**src/rtl/sc_backg_reader.sv**
```systemverilog
`default_nettype none
// ============================================================================
//  Module      : sc_backg_reader
//  Description : Parallel-in / serial-out reader for one background row word.
//                A low start request in IDLE captures the row word and its
//                bit order. Each captured bit is then presented for TICK_DIV
//                clocks, together with its position in the original word.
//                A one-cycle valid strobe marks the last cycle of each bit
//                period.
//  Revision    : 1.0 - initial release
// ----------------------------------------------------------------------------
//  Parameters
//    DATAWIDTH  row word width / bits emitted per frame (>= 2)
//    TICK_DIV   clock cycles per emitted bit (>= 1)
//  Ports
//    SC_BackgReader_CLOCK_50      in   system clock, rising edge
//    SC_BackgReader_RESET_InLow   in   asynchronous active-low reset
//    SC_BackgReader_start_InLow   in   active-low frame request (IDLE only)
//    SC_BackgReader_dir_In        in   0 = MSB first, 1 = LSB first
//    SC_BackgReader_data_InBUS    in   row word, captured on accepted start
//    SC_BackgReader_bit_Out       out  current serial bit
//    SC_BackgReader_bitvalid_Out  out  strobe, last cycle of each bit period
//    SC_BackgReader_index_OutBUS  out  position of bit_Out in original word
//    SC_BackgReader_busy_Out      out  high while shifting and in DONE
//    SC_BackgReader_done_Out      out  one-cycle pulse after the last bit
// ============================================================================
module sc_backg_reader #(
  parameter int DATAWIDTH = 8,
  parameter int TICK_DIV  = 4
) (
  input  logic                         SC_BackgReader_CLOCK_50,
  input  logic                         SC_BackgReader_RESET_InLow,
  input  logic                         SC_BackgReader_start_InLow,
  input  logic                         SC_BackgReader_dir_In,
  input  logic [DATAWIDTH-1:0]         SC_BackgReader_data_InBUS,
  output logic                         SC_BackgReader_bit_Out,
  output logic                         SC_BackgReader_bitvalid_Out,
  output logic [$clog2(DATAWIDTH)-1:0] SC_BackgReader_index_OutBUS,
  output logic                         SC_BackgReader_busy_Out,
  output logic                         SC_BackgReader_done_Out
);

  localparam int c_IW = $clog2(DATAWIDTH);
  // One extra bit so the bit counter can never wrap inside a frame.
  localparam int c_BW = c_IW + 1;
  // Keep the tick counter at least one bit wide when TICK_DIV == 1.
  localparam int c_TW = (TICK_DIV > 1) ? $clog2(TICK_DIV) : 1;

  localparam logic [c_TW-1:0] c_TICK_LAST = c_TW'(TICK_DIV - 1);
  localparam logic [c_BW-1:0] c_BIT_LAST  = c_BW'(DATAWIDTH - 1);

  typedef enum logic [1:0] {
    ST_IDLE  = 2'd0,
    ST_SHIFT = 2'd1,
    ST_DONE  = 2'd2
  } state_t;

  state_t                 r_state;
  logic [DATAWIDTH-1:0]   r_shadow;
  logic                   r_dir;
  logic [c_BW-1:0]        r_bitcnt;
  logic [c_TW-1:0]        r_tickcnt;

  logic                   r_bit;
  logic                   r_bitvalid;
  logic [c_IW-1:0]        r_index;
  logic                   r_busy;
  logic                   r_done;

  state_t                 w_state_nxt;
  logic [DATAWIDTH-1:0]   w_shadow_nxt;
  logic                   w_dir_nxt;
  logic [c_BW-1:0]        w_bitcnt_nxt;
  logic [c_TW-1:0]        w_tickcnt_nxt;

  logic                   w_bit_nxt;
  logic                   w_bitvalid_nxt;
  logic [c_BW-1:0]        w_index_full;
  logic [c_IW-1:0]        w_index_nxt;
  logic                   w_busy_nxt;
  logic                   w_done_nxt;

  // --------------------------------------------------------------------------
  // State and datapath registers
  // --------------------------------------------------------------------------
  always_ff @(posedge SC_BackgReader_CLOCK_50 or negedge SC_BackgReader_RESET_InLow) begin
    if (!SC_BackgReader_RESET_InLow) begin
      r_state    <= ST_IDLE;
      r_shadow   <= '0;
      r_dir      <= 1'b0;
      r_bitcnt   <= '0;
      r_tickcnt  <= '0;
      r_bit      <= 1'b0;
      r_bitvalid <= 1'b0;
      r_index    <= '0;
      r_busy     <= 1'b0;
      r_done     <= 1'b0;
    end else begin
      r_state    <= w_state_nxt;
      r_shadow   <= w_shadow_nxt;
      r_dir      <= w_dir_nxt;
      r_bitcnt   <= w_bitcnt_nxt;
      r_tickcnt  <= w_tickcnt_nxt;
      r_bit      <= w_bit_nxt;
      r_bitvalid <= w_bitvalid_nxt;
      r_index    <= w_index_nxt;
      r_busy     <= w_busy_nxt;
      r_done     <= w_done_nxt;
    end
  end

  // --------------------------------------------------------------------------
  // Next-state and next-output logic. Outputs are decoded from the next
  // state/counter values so the output flops line up with the cycle in which
  // that state is current.
  // --------------------------------------------------------------------------
  always_comb begin
    w_state_nxt    = r_state;
    w_shadow_nxt   = r_shadow;
    w_dir_nxt      = r_dir;
    w_bitcnt_nxt   = r_bitcnt;
    w_tickcnt_nxt  = r_tickcnt;
    w_bit_nxt      = 1'b0;
    w_bitvalid_nxt = 1'b0;
    w_index_full   = '0;
    w_index_nxt    = '0;
    w_busy_nxt     = 1'b0;
    w_done_nxt     = 1'b0;

    unique case (r_state)
      ST_IDLE: begin
        if (!SC_BackgReader_start_InLow) begin
          w_shadow_nxt  = SC_BackgReader_data_InBUS;
          w_dir_nxt     = SC_BackgReader_dir_In;
          w_bitcnt_nxt  = '0;
          w_tickcnt_nxt = '0;
          w_state_nxt   = ST_SHIFT;
        end
      end
      ST_SHIFT: begin
        if (r_tickcnt == c_TICK_LAST) begin
          // End of bit period: move the next bit to the emitting end.
          w_shadow_nxt  = r_dir ? {1'b0, r_shadow[DATAWIDTH-1:1]}
                                : {r_shadow[DATAWIDTH-2:0], 1'b0};
          w_tickcnt_nxt = '0;
          w_bitcnt_nxt  = r_bitcnt + 1'b1;
          if (r_bitcnt == c_BIT_LAST) begin
            w_state_nxt = ST_DONE;
          end
        end else begin
          w_tickcnt_nxt = r_tickcnt + 1'b1;
        end
      end
      ST_DONE: begin
        w_state_nxt = ST_IDLE;
      end
      default: begin
        w_state_nxt = ST_IDLE;
      end
    endcase

    if (w_state_nxt == ST_SHIFT) begin
      w_bit_nxt      = w_dir_nxt ? w_shadow_nxt[0] : w_shadow_nxt[DATAWIDTH-1];
      w_index_full   = w_dir_nxt ? w_bitcnt_nxt : (c_BIT_LAST - w_bitcnt_nxt);
      w_index_nxt    = w_index_full[c_IW-1:0];
      w_bitvalid_nxt = (w_tickcnt_nxt == c_TICK_LAST);
      w_busy_nxt     = 1'b1;
    end else if (w_state_nxt == ST_DONE) begin
      w_busy_nxt     = 1'b1;
      w_done_nxt     = 1'b1;
    end
  end

  assign SC_BackgReader_bit_Out      = r_bit;
  assign SC_BackgReader_bitvalid_Out = r_bitvalid;
  assign SC_BackgReader_index_OutBUS = r_index;
  assign SC_BackgReader_busy_Out     = r_busy;
  assign SC_BackgReader_done_Out     = r_done;

endmodule
`default_nettype wire

```
**config.mk**
```make
export PLATFORM = sky130hd
export DESIGN_NAME = sc_backg_reader
export DESIGN_NICKNAME = d
export VERILOG_FILES = /design/src/rtl/sc_backg_reader.sv
export SDC_FILE = /design/constraint.sdc
export NUM_CORES = 1
export LEC_CHECK = 0
export ABC_AREA = 1
export ABC_CLOCK_PERIOD_IN_PS = 1530
export BUFFER_PORTS_ARGS = -buffer_cell sky130_fd_sc_hd__buf_2
export CAP_MARGIN = 5
export CORE_UTILIZATION = 49
export CTS_CLUSTER_SIZE = 14
export DETAILED_ROUTE_END_ITERATION = 16
export PLACE_DENSITY_LB_ADDON = 0.08
export SETUP_SLACK_MARGIN = 0.5
export SYNTH_ARGS = -nofsm -noshare
export SYNTH_HDL_FRONTEND = slang
export SYNTH_SLANG_ARGS = --single-unit
```
**constraint.sdc**
```tcl
create_clock -name SC_BackgReader_CLOCK_50 -period 1.53 [get_ports SC_BackgReader_CLOCK_50]
set_input_delay 0.153 -clock SC_BackgReader_CLOCK_50 [delete_from_list [all_inputs] [get_ports SC_BackgReader_CLOCK_50]]
set_output_delay 0.153 -clock SC_BackgReader_CLOCK_50 [all_outputs]
set_load 0.01 [all_outputs]
```
# Word level (Yosys, flattened, before mapping)
# Cells that the tools add are included.
dict set report op_classes {
  addsub 3
  n_eq_ne 8
  mux 24
  n_reduce_logical 3
}
# op n
set op_table {}
lappend op_table {{8-bit 2-to-1 mux} 3}
lappend op_table {{8-bit case mux with 2 select lines} 1}
lappend op_table {{2-bit 2-to-1 mux} 5}
lappend op_table {{1-bit 2-to-1 mux} 8}
lappend op_table {{4-bit 2-to-1 mux} 2}
lappend op_table {{2-bit case mux with 2 select lines} 2}
lappend op_table {{4-bit case mux with 2 select lines} 1}
lappend op_table {{2-bit == test, second input constant} 3}
lappend op_table {{3-bit 2-to-1 mux} 2}
lappend op_table {{4-bit by 1-bit adder with 4-bit output, second input constant} 1}
lappend op_table {{2-bit by 1-bit == test with 1-bit output, second input constant} 2}
lappend op_table {{4-bit by 3-bit == test with 1-bit output, second input constant} 1}
lappend op_table {{2-bit != test, second input constant} 2}
lappend op_table {{3-bit AND reduction} 1}
lappend op_table {{3-bit subtractor, first input constant} 1}
lappend op_table {{2-bit by 1-bit adder with 2-bit output, second input constant} 1}
lappend op_table {{2-bit logical NOT} 1}
lappend op_table {{2-bit nonzero test} 1}
dict set report word_totals {
  register_bits 24
  input_bits 12
}

# Longest topological paths before layout
dict set report logic_depth {
  ltp_word 7
  depth_mapped 10
  mapped_depth_nobuf 10
}

# Worst setup path after synthesis
# Ideal clock, no wire load.
dict set report synth_path {
  path_kind {flip-flop to flip-flop}
  startpoint {reg r_tickcnt[0]}
  endpoint {reg r_bitvalid (netlist: SC_BackgReader_bitvalid_Out)}
  arrival_time_ns 1.380
  required_ns 1.406
  setup_slack_ns 0.026
  stages_incl_launch_ff 9
  path_cell_list {dfrtp_1 > ha_1 > nand3_2 > buf_6 > nor2_1 > inv_1 > ha_1 > inv_1 > nor3_1}
}
dict set report synth_via {
  elab_chain_len 5
  word_cells_on_any_way 10
}
# item line_no
set synth_rtl {}
lappend synth_rtl {{from (decl)} 62} ;# logic [c_TW-1:0] r_tickcnt;
lappend synth_rtl {{from (signal assigned)} 103} ;# r_tickcnt <= w_tickcnt_nxt;
lappend synth_rtl {{2-bit == test} 141} ;# if (r_tickcnt == c_TICK_LAST) begin
lappend synth_rtl {{2-bit 2-to-1 mux} 141}
lappend synth_rtl {{2-bit case mux with 2 select lines} 130} ;# unique case (r_state)
lappend synth_rtl {{named net w_state_nxt[1]} 70} ;# state_t w_state_nxt;
lappend synth_rtl {{2-bit by 1-bit == test with 1-bit output} 162} ;# if (w_state_nxt == ST_SHIFT) begin
lappend synth_rtl {{1-bit 2-to-1 mux} 162}
lappend synth_rtl {{named net w_bitvalid_nxt} 77} ;# logic w_bitvalid_nxt;
lappend synth_rtl {{to (signal assigned)} 105} ;# r_bitvalid <= w_bitvalid_nxt;
lappend synth_rtl {{to (decl)} 65} ;# logic r_bitvalid;
# The timed path passes the listed nets, and every way through them passes these cells.
# A chain may end at the register's enable or synchronous reset.

# Worst setup path in the final report
dict set report layout_path {
  startpoint {reg r_tickcnt[0]}
  endpoint {reg r_index[0] (netlist: SC_BackgReader_index_OutBUS[0])}
}
dict set report layout_via {
  elab_chain_len 6
  word_cells_on_any_way 9
}
# item line_no
set layout_rtl {}
lappend layout_rtl {{2-bit == test (*)} 141}
lappend layout_rtl {{4-bit 2-to-1 mux (*)} 141}
lappend layout_rtl {{4-bit case mux with 2 select lines (*)} 130}
lappend layout_rtl {{named net w_bitcnt_nxt[0]} 73} ;# logic [c_BW-1:0] w_bitcnt_nxt;
lappend layout_rtl {{3-bit subtractor} 164} ;# w_index_full = w_dir_nxt ? w_bitcnt_nxt : (c_BIT_LAST - w_bitcnt_nxt);
lappend layout_rtl {{3-bit 2-to-1 mux (*)} 164}
lappend layout_rtl {{3-bit 2-to-1 mux (*)} 162}
lappend layout_rtl {{named net w_index_nxt[0]} 79} ;# logic [c_IW-1:0] w_index_nxt;
lappend layout_rtl {{to (signal assigned)} 106} ;# r_index <= w_index_nxt;
lappend layout_rtl {{to (decl)} 66} ;# logic [c_IW-1:0] r_index;
# Mark *: on every way through the listed nets, which the timed path passes. The rest lies on a longest branch.

==> metrics <==
status finished, final reports clean; proportion of power drawn by combinational gates between 50% and 60%; critical path start-end classification register to register; number of filler cells placed in the layout about 140; Cell Count Post-Placement 194; mean post-synth cell area 8.48 µm²; post-synthesis sequential area ratio 48.2%; number of synthesized flops with an enable pin 0; Worst path depth 7; FF-to-FF path depth 7; switching share of total power a little over two fifths; initial core utilization 54.2%; Buffers on Ports 18; Skew-Pair Late Insertion Delay ~320 ps; detailed placement HPWL 2060 µm; share of layout cells above drive strength 1 49.7%; routed vias roughly 1.3k; Floorplan Core Area 0.00230 mm²; mean routed wirelength per cell 16.1 µm; post-layout instance count excluding filler cells 223; initial DRC count 66; standard-cell row count 17; top cells by area in the synthesized netlist sky130_fd_sc_hd__dfrtp_1 (48%), sky130_fd_sc_hd__nand2_1 (8.4%), sky130_fd_sc_hd__nand3_1 (7.6%); launching element type of the critical path register; total of flip-flops plus latches after synthesis 24; net switching power 1.38 mW; Layout Area Growth over Synthesis 44.5%; top routing layer in use met4; count of distinct cell types in the synthesized netlist 26; most used standard cell by instance count after synthesis sky130_fd_sc_hd__nand2_1; CTS clock-pin slew for the worst setup and hold paths between 100 and 150 ps; post-synthesis async set-or-reset flop share 100%; leakage power of the design 0.884 nW; critical path data required time 1760 ps; met1 routed wirelength after detailed routing 1380 µm; share of power burned in registers 33.0%; cell with the biggest individual delay on the critical path sky130_fd_sc_hd__dfrtp_1; number of top-level design ports 19; GRT Util Overall 26.9%; Cells on Worst Hold Path 3; type of the most critical hold path primary input to register; antenna diode instance count 0; final clock period utilization by the worst path between 90% and 100%; placement-stage worst setup slack around 47 ps; antenna violations before repair 0; biggest fanout along the worst timing path 8; weighted congestion reported at the end of routability-driven placement 0.951; skew final roughly 1.1 ps; standard cell area after detailed placement 0.00142 mm²; maximum resistive drop on vdd about 1.5 mV; Detail Route Antenna Nets 0; H-tree depth 1; clock network fraction of design power 10.7%; Worst Slack Setup Final 90.0 ps; worst setup slack for register-to-register paths 90 ps; most instantiated cells after synthesis sky130_fd_sc_hd__nand2_1 (28), sky130_fd_sc_hd__dfrtp_1 (24), sky130_fd_sc_hd__inv_1 (19), sky130_fd_sc_hd__nand3_1 (19), sky130_fd_sc_hd__nor2_1 (9); Max Clock Freq 0.694 GHz; grt ovf 0; setup repair after global routing missed its margin yes; critical path arrival roughly 1700 ps; TritonRoute pass-1 iters 4; Internal Dissipation about 1.8 mW; power after layout between 3 and 4 mW; Clk Tree Root Cell sky130_fd_sc_hd__clkbuf_4; wire length of the first global-routing pass 5320 µm; Critical path buffers and inverters 1; full die area 0.00275 mm²; number of buffers added by the clock tree synthesis step 3; finished layout cell area 0.00180 mm²; Die Span X around 52 µm; Pwr per Cell Area 1790 mW/mm²; met3 routed wirelength roughly 240 µm; Synth Cell Area 0.00125 mm²; final setup violation count 0; Final Hold Vio Count 0; Crit path max-delay family flip-flops; count of pins over their slew limit 0; pin count of the biggest net entering global routing 25; height of the die 52.4 µm; TritonCTS clock tree done; Final Routed Wirelength 3590 µm; share of the core filled with cells in the final layout 78.4%; detailed-routed wire length on met2 ~1900 µm; DRC violation count after routing 0; maximum number of buffers from clock root to sink 2; crit path time final ~1400 ps; max_slew headroom 63.0%; Hold Worst Slack 68.6 ps; Critical Path Sink Type register; cell type with the largest total area after synthesis sky130_fd_sc_hd__dfrtp_1; slew at the pin closest to its max-slew limit 555 ps; via count of the first global-routing pass 1227; Via-to-Cell Ratio 5.64; net count of the mapped netlist 163; Mapped Cells 147; cells traversed along the worst timing path ha_4, nand3_4, buf_4, nand3_1, nand2_2, o21ai_2, nor2_1; predominant post-synthesis flop cell sky130_fd_sc_hd__dfrtp_1; fin nets about 210; max-cap violations 0; Synth top area share 48.2%; Yosys warning count 0; Max stage delay on crit path roughly 420 ps; TritonCTS sink count 24; sum of negative setup slack 0 ps
[sequential cells by signal, summed over array words and instances (netlist names)]
register	flops
SC_BackgReader_bit_Out	1
SC_BackgReader_bitvalid_Out	1
SC_BackgReader_index_OutBUS	3
SC_BackgReader_done_Out	1
r_shadow	8
r_tickcnt	2
r_dir	1
r_bitcnt	4
r_state	2
SC_BackgReader_busy_Out	1
[power groups by stage]
stage / combinational (mW) / clock, mW / sequential, mW
after floorplan: 0.929 / 0 / 1.07
after global placement: 1.21 / 0 / 1.07
after detailed placement: 1.25 / 0 / 1.08
after CTS: 1.44 / 0.353 / 1.05
after global routing: 1.97 / 0.373 / 1.08
final: 1.81 / 0.346 / 1.06
[what timing repair did]
action	4_1_cts	5_1_grt
buffers inserted	12	12
setup endpoints to repair	23	28
hold buffers	1	0
gates resized for setup	16	26
hold endpoints to repair	24	0
pin swaps	11	13
[metal layers]
| layer | vias to the layer above | track usage, % |
|---|---|---|
| li1 | 579 | - |
| met1 | 604 | 32.6 |
| met2 | 66 | 46.2 |
| met3 | 8 | 4.35 |
| met4 | 0 | 12.7 |
| met5 | - | 0 |
[cells by family (layout without fill, tap and decap cells)]
family | count (synthesis) | after routing | synth area share (%)
adder cells (fa/ha/maj) | 4 | 4 | 4.02
AND/OR/NAND/NOR | 71 | 71 | 28.1
buffers and inverters | 25 | 73 | 8.23
flip-flops | 24 | 24 | 48.2
AO/OA/AOI/OAI | 23 | 23 | 11.4
[worst min-delay path: stages]
cell and delay, ps:
sky130_fd_sc_hd__buf_2 70, sky130_fd_sc_hd__nand3_1 70, sky130_fd_sc_hd__o221ai_1 60
[final cells by class]
| cell class | count | area (µm²) | share of cell area (%) |
|---|---|---|---|
| flip-flops and latches | 24 | 602 | 33.4 |
| multi-input cells | 98 | 699 | 38.8 |
| repair buffers | 47 | 329 | 18.3 |
| inverters | 22 | 98.8 | 5.49 |
| clock buffers | 4 | 36.3 | 2.02 |
| well taps | 28 | 35.0 | 1.95 |
[worst paths after layout]
| kind | startpoint | endpoint |
|---|---|---|
| max | r_tickcnt[0] | SC_BackgReader_index_OutBUS[0] |
| min | SC_BackgReader_data_InBUS[3] | r_shadow[3] |
| max reg2reg | r_tickcnt[0] | SC_BackgReader_index_OutBUS[0] |
| min reg2reg | r_bitcnt[3] | r_bitcnt[3] |
| max in group asynchronous | SC_BackgReader_RESET_InLow | r_state[0] |
| min in group asynchronous | SC_BackgReader_RESET_InLow | r_shadow[3] |
[cell usage in the layout (no fill, tap or decap), types with 2 or more instances in the layout]
master	n
sky130_fd_sc_hd__nand2_1	22
sky130_fd_sc_hd__nand2_2	8
sky130_fd_sc_hd__o221ai_2	3
sky130_fd_sc_hd__nor2_4	4
sky130_fd_sc_hd__ha_1	2
sky130_fd_sc_hd__nor2_2	3
sky130_fd_sc_hd__a21oi_1	4
sky130_fd_sc_hd__nand3_2	4
sky130_fd_sc_hd__nand3_1	16
sky130_fd_sc_hd__nor2_1	5
sky130_fd_sc_hd__buf_4	23
sky130_fd_sc_hd__a21oi_2	3
sky130_fd_sc_hd__buf_6	5
sky130_fd_sc_hd__o21ai_2	3
sky130_fd_sc_hd__buf_2	18
sky130_fd_sc_hd__inv_2	2
sky130_fd_sc_hd__inv_4	4
sky130_fd_sc_hd__nand2_4	5
sky130_fd_sc_hd__ha_4	2
sky130_fd_sc_hd__o221ai_1	2
sky130_fd_sc_hd__inv_1	14
sky130_fd_sc_hd__clkbuf_4	3
sky130_fd_sc_hd__o21ai_0	5
sky130_fd_sc_hd__dfrtp_1	23
Note: power is estimated with default switching activity, not from simulation.
